**src/rtl/video_timing_gen_if.sv**
```systemverilog
// Core-side video stream bundle: framebuffer read port plus the timed pixel/sync outputs.
// master = timing generator, slave = the RAM/video-output side.
interface video_timing_gen_if #(
    parameter int DW     = 8,
    parameter int ADDR_W = 17
);
    logic              enable;
    logic              ce_pix;
    logic              fb_rd;
    logic [ADDR_W-1:0] fb_addr;
    logic [DW-1:0]     fb_data;
    logic [DW-1:0]     RGB_out;
    logic              HBlank;
    logic              VBlank;
    logic              HSync;
    logic              VSync;
    logic [9:0]        hcount;
    logic [9:0]        vcount;
    logic              frame_start;

    modport master (
        input  enable, fb_data,
        output ce_pix, fb_rd, fb_addr, RGB_out, HBlank, VBlank, HSync, VSync,
               hcount, vcount, frame_start
    );

    modport slave (
        output enable, fb_data,
        input  ce_pix, fb_rd, fb_addr, RGB_out, HBlank, VBlank, HSync, VSync,
               hcount, vcount, frame_start
    );
endinterface

```
**src/rtl/video_timing_gen.sv**
```systemverilog
// Programmable raster timing generator: fetches active pixels from a 1-cycle framebuffer
// and presents RGB/blank/sync one pixel period behind the fetch position.
module video_timing_gen #(
    parameter int DW       = 8,
    parameter int CE_DIV   = 4,
    parameter int H_ACTIVE = 320,
    parameter int H_FP     = 8,
    parameter int H_SYNC   = 32,
    parameter int H_BP     = 40,
    parameter int V_ACTIVE = 240,
    parameter int V_FP     = 3,
    parameter int V_SYNC   = 4,
    parameter int V_BP     = 15,
    parameter int ADDR_W   = 17
) (
    input  logic clk_video,
    input  logic reset_n,
    video_timing_gen_if.master vif
);

    localparam int H_TOTAL = H_ACTIVE + H_FP + H_SYNC + H_BP;
    localparam int V_TOTAL = V_ACTIVE + V_FP + V_SYNC + V_BP;
    localparam int DIV_W   = (CE_DIV > 1) ? $clog2(CE_DIV) : 1;

    localparam logic [DIV_W-1:0] DIV_LAST = DIV_W'(CE_DIV - 1);
    localparam logic [9:0] H_ACT_C  = 10'(H_ACTIVE);
    localparam logic [9:0] V_ACT_C  = 10'(V_ACTIVE);
    localparam logic [9:0] H_LAST_C = 10'(H_TOTAL - 1);
    localparam logic [9:0] V_LAST_C = 10'(V_TOTAL - 1);
    localparam logic [9:0] HS_BEG_C = 10'(H_ACTIVE + H_FP);
    localparam logic [9:0] HS_END_C = 10'(H_ACTIVE + H_FP + H_SYNC);
    localparam logic [9:0] VS_BEG_C = 10'(V_ACTIVE + V_FP);
    localparam logic [9:0] VS_END_C = 10'(V_ACTIVE + V_FP + V_SYNC);

    // Pixel data needs at least one clock between fetch and the next ce to land in r_pix.
    if (CE_DIV < 2) begin : g_bad_ce_div
        $error("video_timing_gen: CE_DIV must be >= 2");
    end
    if (ADDR_W < $clog2(H_ACTIVE * V_ACTIVE)) begin : g_bad_addr_w
        $error("video_timing_gen: ADDR_W too small for one frame");
    end

    logic [DIV_W-1:0]  r_div;
    logic              r_ce;
    logic              w_ce;
    logic [9:0]        r_h;
    logic [9:0]        r_v;
    logic [ADDR_W-1:0] r_addr;
    logic              w_active;
    logic              w_hLast;
    logic              w_vLast;
    logic              w_rd;
    logic              r_rdq;
    logic [DW-1:0]     r_pix;
    logic [9:0]        r_hPrev;
    logic [9:0]        r_vPrev;
    logic              r_actPrev;
    logic              r_primed;
    logic [DW-1:0]     r_rgb;
    logic              r_hBlank;
    logic              r_vBlank;
    logic              r_hSync;
    logic              r_vSync;
    logic [9:0]        r_hCount;
    logic [9:0]        r_vCount;
    logic              r_frameStart;

    // r_ce holds while frozen, so a pending pixel pulse resumes exactly where it left off.
    assign w_ce = r_ce & vif.enable;

    always_ff @(posedge clk_video) begin
        if (!reset_n) begin
            r_div <= '0;
            r_ce  <= 1'b0;
        end else if (vif.enable) begin
            r_ce  <= (r_div == DIV_LAST);
            r_div <= (r_div == DIV_LAST) ? '0 : r_div + 1'b1;
        end
    end

    assign w_active = (r_h < H_ACT_C) && (r_v < V_ACT_C);
    assign w_hLast  = (r_h == H_LAST_C);
    assign w_vLast  = (r_v == V_LAST_C);
    assign w_rd     = w_ce & w_active;

    always_ff @(posedge clk_video) begin
        if (!reset_n) begin
            r_h    <= '0;
            r_v    <= '0;
            r_addr <= '0;
        end else if (w_ce) begin
            if (w_hLast) begin
                r_h <= '0;
                r_v <= w_vLast ? 10'd0 : r_v + 10'd1;
            end else begin
                r_h <= r_h + 10'd1;
            end
            if (w_hLast && w_vLast) begin
                r_addr <= '0;
            end else if (w_active) begin
                r_addr <= r_addr + 1'b1;
            end
        end
    end

    always_ff @(posedge clk_video) begin
        if (!reset_n) begin
            r_rdq <= 1'b0;
            r_pix <= '0;
        end else begin
            r_rdq <= w_rd;
            if (r_rdq) begin
                r_pix <= vif.fb_data;
            end
        end
    end

    // The first ce after reset has no previous position, so outputs keep their reset values.
    always_ff @(posedge clk_video) begin
        if (!reset_n) begin
            r_hPrev      <= '0;
            r_vPrev      <= '0;
            r_actPrev    <= 1'b0;
            r_primed     <= 1'b0;
            r_rgb        <= '0;
            r_hBlank     <= 1'b1;
            r_vBlank     <= 1'b1;
            r_hSync      <= 1'b0;
            r_vSync      <= 1'b0;
            r_hCount     <= '0;
            r_vCount     <= '0;
            r_frameStart <= 1'b0;
        end else if (w_ce) begin
            r_hPrev      <= r_h;
            r_vPrev      <= r_v;
            r_actPrev    <= w_active;
            r_primed     <= 1'b1;
            r_frameStart <= r_primed && (r_hPrev == 10'd0) && (r_vPrev == 10'd0);
            if (r_primed) begin
                r_rgb    <= r_actPrev ? r_pix : '0;
                r_hBlank <= (r_hPrev >= H_ACT_C);
                r_vBlank <= (r_vPrev >= V_ACT_C);
                r_hSync  <= (r_hPrev >= HS_BEG_C) && (r_hPrev < HS_END_C);
                r_vSync  <= (r_vPrev >= VS_BEG_C) && (r_vPrev < VS_END_C);
                r_hCount <= r_hPrev;
                r_vCount <= r_vPrev;
            end
        end else begin
            r_frameStart <= 1'b0;
        end
    end

    assign vif.ce_pix      = w_ce;
    assign vif.fb_rd       = w_rd;
    assign vif.fb_addr     = r_addr;
    assign vif.RGB_out     = r_rgb;
    assign vif.HBlank      = r_hBlank;
    assign vif.VBlank      = r_vBlank;
    assign vif.HSync       = r_hSync;
    assign vif.VSync       = r_vSync;
    assign vif.hcount      = r_hCount;
    assign vif.vcount      = r_vCount;
    assign vif.frame_start = r_frameStart;

endmodule

```
**src/flat_wrapper.sv**
```systemverilog
// flat-port wrapper written by rule: the top's interface ports become plain ports
module video_timing_gen_flat 
#(
    parameter int DW       = 8,
    parameter int CE_DIV   = 4,
    parameter int H_ACTIVE = 320,
    parameter int H_FP     = 8,
    parameter int H_SYNC   = 32,
    parameter int H_BP     = 40,
    parameter int V_ACTIVE = 240,
    parameter int V_FP     = 3,
    parameter int V_SYNC   = 4,
    parameter int V_BP     = 15,
    parameter int ADDR_W   = 17
)
  (clk_video, reset_n, vif_enable, vif_fb_data, vif_ce_pix, vif_fb_rd, vif_fb_addr, vif_RGB_out, vif_HBlank, vif_VBlank, vif_HSync, vif_VSync, vif_hcount, vif_vcount, vif_frame_start);
  video_timing_gen_if #(.DW(DW), .ADDR_W(ADDR_W)) vif_i ();
  input  logic clk_video;
  input  logic reset_n;
  input wire logic [$bits(vif_i.enable)-1:0] vif_enable;
  input wire logic [$bits(vif_i.fb_data)-1:0] vif_fb_data;
  output wire logic [$bits(vif_i.ce_pix)-1:0] vif_ce_pix;
  output wire logic [$bits(vif_i.fb_rd)-1:0] vif_fb_rd;
  output wire logic [$bits(vif_i.fb_addr)-1:0] vif_fb_addr;
  output wire logic [$bits(vif_i.RGB_out)-1:0] vif_RGB_out;
  output wire logic [$bits(vif_i.HBlank)-1:0] vif_HBlank;
  output wire logic [$bits(vif_i.VBlank)-1:0] vif_VBlank;
  output wire logic [$bits(vif_i.HSync)-1:0] vif_HSync;
  output wire logic [$bits(vif_i.VSync)-1:0] vif_VSync;
  output wire logic [$bits(vif_i.hcount)-1:0] vif_hcount;
  output wire logic [$bits(vif_i.vcount)-1:0] vif_vcount;
  output wire logic [$bits(vif_i.frame_start)-1:0] vif_frame_start;
  assign vif_i.enable = vif_enable;
  assign vif_i.fb_data = vif_fb_data;
  assign vif_ce_pix = vif_i.ce_pix;
  assign vif_fb_rd = vif_i.fb_rd;
  assign vif_fb_addr = vif_i.fb_addr;
  assign vif_RGB_out = vif_i.RGB_out;
  assign vif_HBlank = vif_i.HBlank;
  assign vif_VBlank = vif_i.VBlank;
  assign vif_HSync = vif_i.HSync;
  assign vif_VSync = vif_i.VSync;
  assign vif_hcount = vif_i.hcount;
  assign vif_vcount = vif_i.vcount;
  assign vif_frame_start = vif_i.frame_start;
  video_timing_gen #(.DW(DW), .CE_DIV(CE_DIV), .H_ACTIVE(H_ACTIVE), .H_FP(H_FP), .H_SYNC(H_SYNC), .H_BP(H_BP), .V_ACTIVE(V_ACTIVE), .V_FP(V_FP), .V_SYNC(V_SYNC), .V_BP(V_BP), .ADDR_W(ADDR_W)) u_core (.clk_video(clk_video), .reset_n(reset_n), .vif(vif_i));
endmodule
```
**config.mk**
```make
export PLATFORM = sky130hd
export DESIGN_NAME = video_timing_gen_flat
export DESIGN_NICKNAME = d
export VERILOG_FILES = /design/src/rtl/video_timing_gen_if.sv /design/src/rtl/video_timing_gen.sv /design/src/flat_wrapper.sv
export SDC_FILE = /design/constraint.sdc
export NUM_CORES = 1
export LEC_CHECK = 0
export ABC_AREA = 1
export CAP_MARGIN = 20
export CORE_AREA = 8 8 176 95
export DETAILED_ROUTE_END_ITERATION = 8
export DIE_AREA = 0 0 184 103
export MAX_ROUTING_LAYER = met4
export SKIP_CTS_REPAIR_TIMING = 1
export SYNTH_ARGS = -nofsm -noshare
export SYNTH_HDL_FRONTEND = slang
export SYNTH_SLANG_ARGS = --single-unit
```
**constraint.sdc**
```tcl
create_clock -name clk_video -period 3.74 [get_ports clk_video]
set_input_delay 0.374 -clock clk_video [delete_from_list [all_inputs] [get_ports clk_video]]
set_output_delay 0.374 -clock clk_video [all_outputs]
set_load 0.02 [all_outputs]
```
==> results of run 1 <==
## per-stage QoR
stage / power, W / setup WS, ps / util / hold WS (ps)
floorplan: 0.00125 / 2240 / - / 425
global placement: 0.00130 / 1140 / 0.381 / 441
detailed placement: 0.00130 / 1110 / 0.381 / 449
CTS: 0.00224 / 1090 / 0.402 / 413
global route: 0.00230 / 1020 / 0.402 / 435
finish: 0.00222 / 1110 / 0.402 / 429
## flip-flops by register name, indices dropped and copies added (netlist names), 8 cells and up
register            flops
u_core.r_hPrev         10
u_core.r_v             10
u_core.vif.RGB_out      8
u_core.r_pix            8
u_core.r_h             10
u_core.r_vPrev         10
u_core.vif.hcount      10
u_core.vif.fb_addr     17
u_core.vif.vcount      10
## cells in the final DEF, fill, tap and decap left out, types with 3 or more instances in the layout
cell | synthesis | final
nor2_1 | 83 | 83
a211oi_1 | 4 | 4
nor3_1 | 12 | 12
clkbuf_16 | 0 | 9
o21ai_0 | 63 | 63
inv_2 | 6 | 6
xor2_1 | 5 | 5
clkdlybuf4s50_1 | 0 | 61
inv_1 | 70 | 70
ha_1 | 5 | 5
nand2_1 | 103 | 103
o21ai_1 | 11 | 11
nand4_1 | 8 | 8
buf_4 | 0 | 6
dfxtp_1 | 104 | 104
nand3_1 | 65 | 65
nor4_1 | 4 | 4
a21oi_1 | 54 | 54
nand2_4 | 3 | 3
## cell type report
| class | count | area, µm² | share of cell area |
|---|---|---|---|
| Tap cell | 198 | 248 | 0.0437 |
| Clock inverter | 5 | 46.3 | 0.00816 |
| Inverter | 78 | 293 | 0.0516 |
| Sequential cell | 104 | 2080 | 0.367 |
| Clock buffer | 11 | 253 | 0.0446 |
| Multi-Input combinational cell | 434 | 2090 | 0.368 |
| Timing Repair Buffer | 68 | 661 | 0.116 |
## synthesized netlist by cell type
master / number / share of area
nor2_4: 1 / 0.0025
a21oi_2: 2 / 0.0038
nand3b_1: 2 / 0.0033
buf_2: 5 / 0.0055
xnor2_1: 1 / 0.0019
nand2_1: 103 / 0.084
nor2_2: 2 / 0.0027
xor2_1: 5 / 0.0096
buf_1: 4 / 0.0033
inv_2: 6 / 0.0049
o21ai_1: 11 / 0.012
nand3_1: 65 / 0.071
nand2_4: 3 / 0.0074
o22ai_1: 1 / 0.0014
and2_1: 1 / 0.0014
dfxtp_1: 104 / 0.46
inv_1: 70 / 0.057
clkinv_1: 2 / 0.0016
nor2_8: 1 / 0.0044
a21oi_1: 54 / 0.059
nor2_1: 83 / 0.068
o21a_1: 1 / 0.0016
clkbuf_1: 13 / 0.011
o21ai_0: 63 / 0.069
nor3_1: 12 / 0.013
nand4_1: 8 / 0.011
o21bai_1: 2 / 0.0033
a211oi_1: 4 / 0.0066
ha_1: 5 / 0.014
nor4_1: 4 / 0.0055
buf_6: 2 / 0.0049
## worst max-delay path, delay by kind of cell
kind / cells / cell delay (ps)
buffers and inverters: 4 / 1510
and+or+nand+nor: 3 / 360
## path summary, 6_finish.rpt
check                                             to  depth (start not counted)
hold / removal     u_core.vif.hcount[9]$_SDFFE_PN0P_                          3
hold reg to reg         u_core.r_pix[7]$_SDFFE_PN0P_                          2
setup reg to reg  u_core.vif.RGB_out[7]$_SDFFE_PN0P_                          8
setup / recovery                           vif_fb_rd                          7
## layer usage
| metal | up-vias | wire length (µm) | GRT usage |
|---|---|---|---|
| li1 | 2213 | - | - |
| met1 | 1990 | 7120 | 0.215 |
| met2 | 156 | 5080 | 0.200 |
| met3 | 5 | 1120 | 0.0436 |
| met4 | 0 | 30 | 0.0246 |
| met5 | - | 0 | - |
## power groups by stage
stage          Combinational (W)  Clock (W)  Sequential [W]
2_1_floorplan          0.0000738          0         0.00117
3_3_place_gp            0.000126          0         0.00117
3_5_place_dp            0.000129          0         0.00117
4_1_cts                 0.000130   0.000962         0.00114
5_1_grt                 0.000145    0.00101         0.00115
6_report                0.000130   0.000942         0.00114
## cells by family after synthesis
group,after synthesis,share of synthesized area
and+or+nand+nor,285,0.275
adders and majority gates,5,0.0137
buffers and inverters,102,0.0883
xor gates and xnor gates,6,0.0115
AOI/OAI and AO/OA,138,0.157
DFF,104,0.455
==> flow_summary.json, run 1 <==
{
  "outcome": "finished clean",
  "cellPowerDensity_nw_per_um2": 391,
  "synth_fp_nets": 656,
  "period_needed_ps": 2630,
  "worstPathRequired_ps": 3370,
  "max_slew_margin": 0.582,
  "start_util": 0.324,
  "clockBufferDepth": 2,
  "internal_power_w": 0.00168,
  "postRouteAntennaNets": 0,
  "rows": 31,
  "gp_congestion": 0.865,
  "io_pins": 63,
  "path_class": "input port to output pin",
  "port_buffers": 62,
  "place_area_um2": 5370,
  "vias": 4364,
  "drc": 0,
  "comb_power_share": 0.059,
  "die_h_um": 103,
  "ir_drop_uv": 234,
  "setup_violations": 0,
  "grt_pass1_vias": 4180,
  "r2r_slack_ps": 1700,
  "seq_power_share": 0.517,
  "tightest_slew_ps": 627,
  "cts_sinks": 104,
  "syn_area_per_cell_um2": 7.15,
  "crit_start": "vif_enable",
  "diodes": 0,
  "avgRoutedWirePerCell_um": 14.9,
  "crit_chain": "clkdlybuf4s50_1 > nand2_4 > nor3_1 > nand3_1 > buf_4 > inv_2 > clkdlybuf4s50_1",
  "skew_ps": 9.20,
  "hpwl_um": 9710,
  "finalCritPeriodShare": 0.703,
  "design_area_um2": 5670,
  "die_w_um": 184,
  "slowest_delay_ps": 610,
  "nNetsFinal": 711,
  "drv_cap": 0,
  "crit_slowest_cell": "clkdlybuf4s50_1",
  "grt_antenna_before_repair": 0,
  "maxSlewViolCount": 0,
  "hold_viol": 0,
  "grt_pass1_wl_um": 21800,
  "power.switching_w": 0.000541,
  "r2r-start": "u_core.r_ce$_SDFFE_PN0P_",
  "cts_max_level": 3,
  "cts_made_buffers": 9,
  "routed_wl_um": 13300,
  "fmax_mhz": 381,
  "hp-start": "reset_n",
  "arrival_ps": 2250,
  "synth_seq_area_share": 0.455,
  "pwr-share-clk": 0.425,
  "switching_share": 0.244,
  "cellLeakagePower_nw": 2.15,
  "critical_path.startpoint_type": "input port",
  "cp-end-kind": "output pin",
  "coreArea_um2": 14100,
  "dieArea_um2": 19000,
  "fillerInstances": 1467,
  "syn_inst": 640,
  "fin_setup_tns_ps": 0,
  "drt-initial-drc-count": 395,
  "grt_max_degree": 65,
  "hp-class": "input port to register",
  "via_per_inst": 4.86,
  "syn-cell-area_um2": 4580,
  "gr-total-overflow": 0,
  "drive_above_1_share": 0.0543,
  "fin_cells": 898,
  "placedCellCount": 882,
  "synth.distinct_cells": 31,
  "clk_latency_ps": 350,
  "rsz0062_at_grt": "no",
  "cts_root_buf": "clkbuf_16",
  "grtUsageTotal": 0.149,
  "cts_tree": "built",
  "yosysWarnings": 0,
  "cp_max_fo": 21,
  "synth_seq_cells": 104,
  "clk_pin_slew_ps": 70,
  "crit_top_cell": "clkdlybuf4s50_1",
  "area_growth_pct": 24.0,
  "drt_pass1_iterations": 4
}
Note: power is estimated with default switching activity, not from simulation.
==> run 2, diff against run 1 <==
- clock period: 3.74 -> 2.4 ns (I/O delays scaled with it)
==> run 2 against run 1 <==
  * Largest power group unchanged
  * Final cell count grew 0.67%
  * Highest routed layer unchanged
  * Routed wire length fell by 2.9%
  * Via count grew 0.80%
  * Core utilization grew 0.34 points
  * Sequential power increased by 56%
==> flow_summary.json, run 2 (synthesized netlist as in run 1, its figures left out) <==
{
  "arrival_ps": 2020,
  "die_h_um": 103,
  "clk_pin_slew_ps": 70,
  "avgRoutedWirePerCell_um": 14.3,
  "start_util": 0.324,
  "largest_reg_flops": 17,
  "final_cell_mix": "dfxtp_1, nand2_1, nor2_1, inv_1, nand3_1",
  "area_growth_pct": 25.0,
  "hpwl_um": 9650,
  "io_pins": 63,
  "rsz0062_at_grt": "no",
  "cp-end-kind": "output pin",
  "via_per_inst": 4.87,
  "rows": 31,
  "clockBufferDepth": 2,
  "cp_max_fo": 2,
  "cts_root_buf": "clkbuf_16",
  "cellPowerDensity_nw_per_um2": 599,
  "drive_above_1_share": 0.0623,
  "max_slew_margin": 0.675,
  "drv_cap": 0,
  "ir_drop_uv": 391,
  "hp-class": "input port to register",
  "coreArea_um2": 14100,
  "cts_made_buffers": 9,
  "setup_violations": 0,
  "grt_pass1_vias": 4042,
  "die_w_um": 184,
  "period_needed_ps": 2260,
  "diodes": 0,
  "cts_sinks": 104,
  "outcome": "finished clean",
  "path_class": "input port to output pin",
  "holdWs_ps": 349,
  "drt_pass1_iterations": 5,
  "gp_congestion": 0.914,
  "grt_pass1_wl_um": 20800,
  "dieArea_um2": 19000,
  "port_buffers": 62,
  "routed_wl_um": 13000,
  "layout_commonest_cell": "dfxtp_1",
  "vias": 4399,
  "cellLeakagePower_nw": 2.18,
  "fin_setup_tns_ps": 0,
  "critical_path.startpoint_type": "input port",
  "finalCritPeriodShare": 0.943,
  "grt_max_degree": 65,
  "nNetsFinal": 717,
  "skew_ps": 10.2,
  "maxSlewViolCount": 0,
  "grtUsageTotal": 0.141,
  "fmax_mhz": 442,
  "drc": 0,
  "drt-initial-drc-count": 363,
  "cts_max_level": 3,
  "hold_viol": 0,
  "tightest_slew_ps": 484,
  "grt_antenna_before_repair": 0,
  "clk_latency_ps": 350,
  "cts_tree": "built",
  "gr-total-overflow": 0,
  "worstPathRequired_ps": 2160,
  "postRouteAntennaNets": 0
}
## run 2: cell count changes in the layout (fill, tap and decap cells not counted)
cell        change
buf_4           +5
clkinvlp_4      +1
clkinv_2        +1
clkbuf_8        -1
buf_12          +1
clkinv_4        -2
inv_6           +1
## run 2: where the power goes
part,internal (W),leakage [nW],switching [W]
combinational,0.0000777,1.19,0.000128
clock,0.000750,0.142,0.000686
sequential,0.00176,0.841,0.0000250
## run 2: per-layer routing
metal / wire length, µm / up-vias / GRT usage
met3: 950 / 13 / 0.0345
met1: 7110 / 2032 / 0.209
met4: 105 / 0 / 0.0314
li1: - / 2211 / -
met2: 4790 / 143 / 0.187
met5: 0 / - / -
## run 2: worst max-delay path: stages
cell             delay (ps)
clkdlybuf4s50_1         530
nand2_4                  80
nor3_1                  230
nand3_1                 210
inv_2                   110
clkdlybuf4s50_1         620
## run 2: area by class of cell
class / instances / area, µm²
well taps: 198 / 248
repair buffers: 74 / 718
inverters: 78 / 293
clock buffers: 10 / 239
fillers: 1450 / 8400
flip-flops and latches: 104 / 2080
clock inverters: 6 / 50.0
multi-input cells: 434 / 2090
## run 2: final timing paths
kind                                start                                end  cells past startpoint  slack, ps
max                            vif_enable                          vif_fb_rd                      6        140
min                               reset_n  u_core.vif.hcount[8]$_SDFFE_PN0P_                      3        350
max reg2reg    u_core.r_h[1]$_SDFFE_PN0P_         u_core.r_v[7]$_SDFFE_PN0P_                      8        570
min reg2reg  u_core.r_pix[7]$_SDFFE_PN0P_       u_core.r_pix[7]$_SDFFE_PN0P_                      2        450
## run 2: through the flow
| step | std cells | util | total power, W | instance area (µm²) | setup WS (ps) |
|---|---|---|---|---|---|
| after global routing | 904 | 0.405 | 0.00354 | 5720 | 80.2 |
| after global placement | 888 | 0.385 | 0.00202 | 5430 | 185 |
| after floorplan | 640 | - | 0.00194 | 4580 | 895 |
| final | 904 | 0.405 | 0.00342 | 5720 | 136 |
| after detailed placement | 888 | 0.385 | 0.00203 | 5430 | 169 |
| after CTS | 904 | 0.405 | 0.00345 | 5720 | 162 |
==> run 3, diff against run 2 <==
- DONT_BUFFER_PORTS: unset -> 1
==> run 3 against run 2 <==
  * Routed wire length down 5.9%
  * Die area did not move
  * Sequential cell count did not move
  * Register-to-register slack improved by 20 ps
  * Total power decreased by 1.9%
  * Global-route usage fell by 0.37 points
  * Design area fell by 11%
  * Final cell count down 6.9%
  * Worst setup slack improved by 250 ps
==> flow_summary.json, run 3 (synthesized netlist as in run 1, its figures left out) <==
{
  "grt_pass1_vias": 3622,
  "cellLeakagePower_nw": 1.95,
  "holdWs_ps": 25.6,
  "rows": 31,
  "gr-total-overflow": 0,
  "hold_viol": 0,
  "maxSlewViolCount": 0,
  "period_needed_ps": 2020,
  "drc": 0,
  "nNetsFinal": 655,
  "drv_cap": 0,
  "postLayoutCoreUtil": 0.361,
  "io_pins": 63,
  "port_buffers": 0,
  "grt_antenna_before_repair": 0,
  "cp-end-kind": "output pin",
  "coreArea_um2": 14100,
  "cts_made_buffers": 9,
  "routed_wl_um": 12200,
  "tightest_slew_ps": 468,
  "ir_drop_uv": 335,
  "setup_violations": 0,
  "fin_cells": 842,
  "start_util": 0.324,
  "arrival_ps": 1780,
  "gp_congestion": 0.872,
  "largest_reg_flops": 17,
  "die_w_um": 184,
  "grtUsageTotal": 0.138,
  "path_class": "register to output pin",
  "diodes": 0,
  "max_slew_margin": 0.685,
  "cp_max_fo": 21,
  "fillerInstances": 1510,
  "fmax_mhz": 495,
  "placedCellCount": 824,
  "postRouteAntennaNets": 0,
  "ff2ff_path_depth": 10,
  "final_cell_mix": "dfxtp_1, nand2_1, nor2_1, inv_1, nand3_1",
  "holdPathEnd": "u_core.vif.fb_addr[12]$_SDFFE_PN0P_",
  "fin_setup_tns_ps": 0,
  "multi_input_area_um2": 2090,
  "skew_ps": 10.4,
  "r2r_end": "u_core.vif.fb_addr[9]$_SDFFE_PN0P_",
  "grt_pass1_wl_um": 20100,
  "cts_root_buf": "clkbuf_16",
  "grt_max_degree": 66,
  "rsz0062_at_grt": "no",
  "via_per_inst": 4.75,
  "cts_tree": "built",
  "vias": 3999,
  "cts_sinks": 104,
  "clockBufferDepth": 2,
  "cellPowerDensity_nw_per_um2": 659,
  "cts_max_level": 3,
  "hpwl_um": 8910,
  "die_h_um": 103,
  "seq_area_um2": 2080,
  "r2r-start": "u_core.r_v[0]$_SDFFE_PN0P_",
  "clk_pin_slew_ps": 70,
  "worstPathRequired_ps": 2160,
  "holdPathStages": 2,
  "dieArea_um2": 19000,
  "drt_pass1_iterations": 5,
  "drive_above_1_share": 0.0637,
  "critical_path.startpoint_type": "register",
  "avgRoutedWirePerCell_um": 14.5,
  "hp-class": "input port to register",
  "hp-start": "reset_n",
  "area_growth_pct": 11.3,
  "r2r_slack_ps": 590,
  "outcome": "finished clean",
  "finalCritPeriodShare": 0.841,
  "drt-initial-drc-count": 337,
  "layout_commonest_cell": "dfxtp_1",
  "clk_latency_ps": 350
}
[run 3: changes by cell type in the layout (fill, tap and decap cells not counted)]
| cell | delta |
|---|---|
| buf_2 | -1 |
| dlygate4sd3_1 | +2 |
| buf_4 | -1 |
| clkinvlp_4 | +1 |
| buf_12 | -1 |
| clkdlybuf4s50_1 | -61 |
| inv_6 | -1 |
[run 3: worst max path at each step]
stage               depth (start not counted)                        from  slack (ps)                            endpoint
global placement                           10  u_core.r_h[0]$_SDFFE_PN0P_         680  u_core.vif.fb_addr[9]$_SDFFE_PN0P_
CTS                                         7  u_core.r_v[4]$_SDFFE_PN0P_         370                           vif_fb_rd
detailed placement                         10  u_core.r_v[0]$_SDFFE_PN0P_         620  u_core.vif.fb_addr[9]$_SDFFE_PN0P_
finish                                      7  u_core.r_v[4]$_SDFFE_PN0P_         380                           vif_fb_rd
global route                                7  u_core.r_v[4]$_SDFFE_PN0P_         190                           vif_fb_rd
floorplan                                  10  u_core.r_h[0]$_SDFFE_PN0P_         900  u_core.vif.fb_addr[7]$_SDFFE_PN0P_
[run 3: layout make-up]
class                      instances  share of cell area
clock buffer                      10              0.0469
clock inverter                     6             0.00958
inverter                          78              0.0575
multi-input combinational        434               0.410
sequential                       104               0.409
tap                              198              0.0486
timing repair buffer              12              0.0187
[run 3: layer usage]
metal | part of all wire | track usage
met4 | 0.0084 | 0.0320
met2 | 0.34 | 0.162
met3 | 0.088 | 0.0499
met1 | 0.56 | 0.207
met5 | 0 | -
[run 3: report_power, final]
group / internal (W) / switching, W
Combinational: 0.0000485 / 0.0000926
Sequential: 0.00176 / 0.0000358
Clock: 0.000745 / 0.000678
[run 3: worst max-delay path, stage by stage, from the launching register on]
cell	delay [ps]
dfxtp_1	500
nand2_1	110
nor2_1	160
inv_1	70
nand3_1	80
buf_4	270
inv_2	70
buf_4	160
[run 3: through the flow]
stage	area, µm²	setup WS (ps)	power (W)
3_5_place_dp	4790	623	0.00197
2_1_floorplan	4580	895	0.00194
4_1_cts	5070	367	0.00340
5_1_grt	5090	194	0.00349
6_report	5090	382	0.00336
3_3_place_gp	4790	675	0.00197
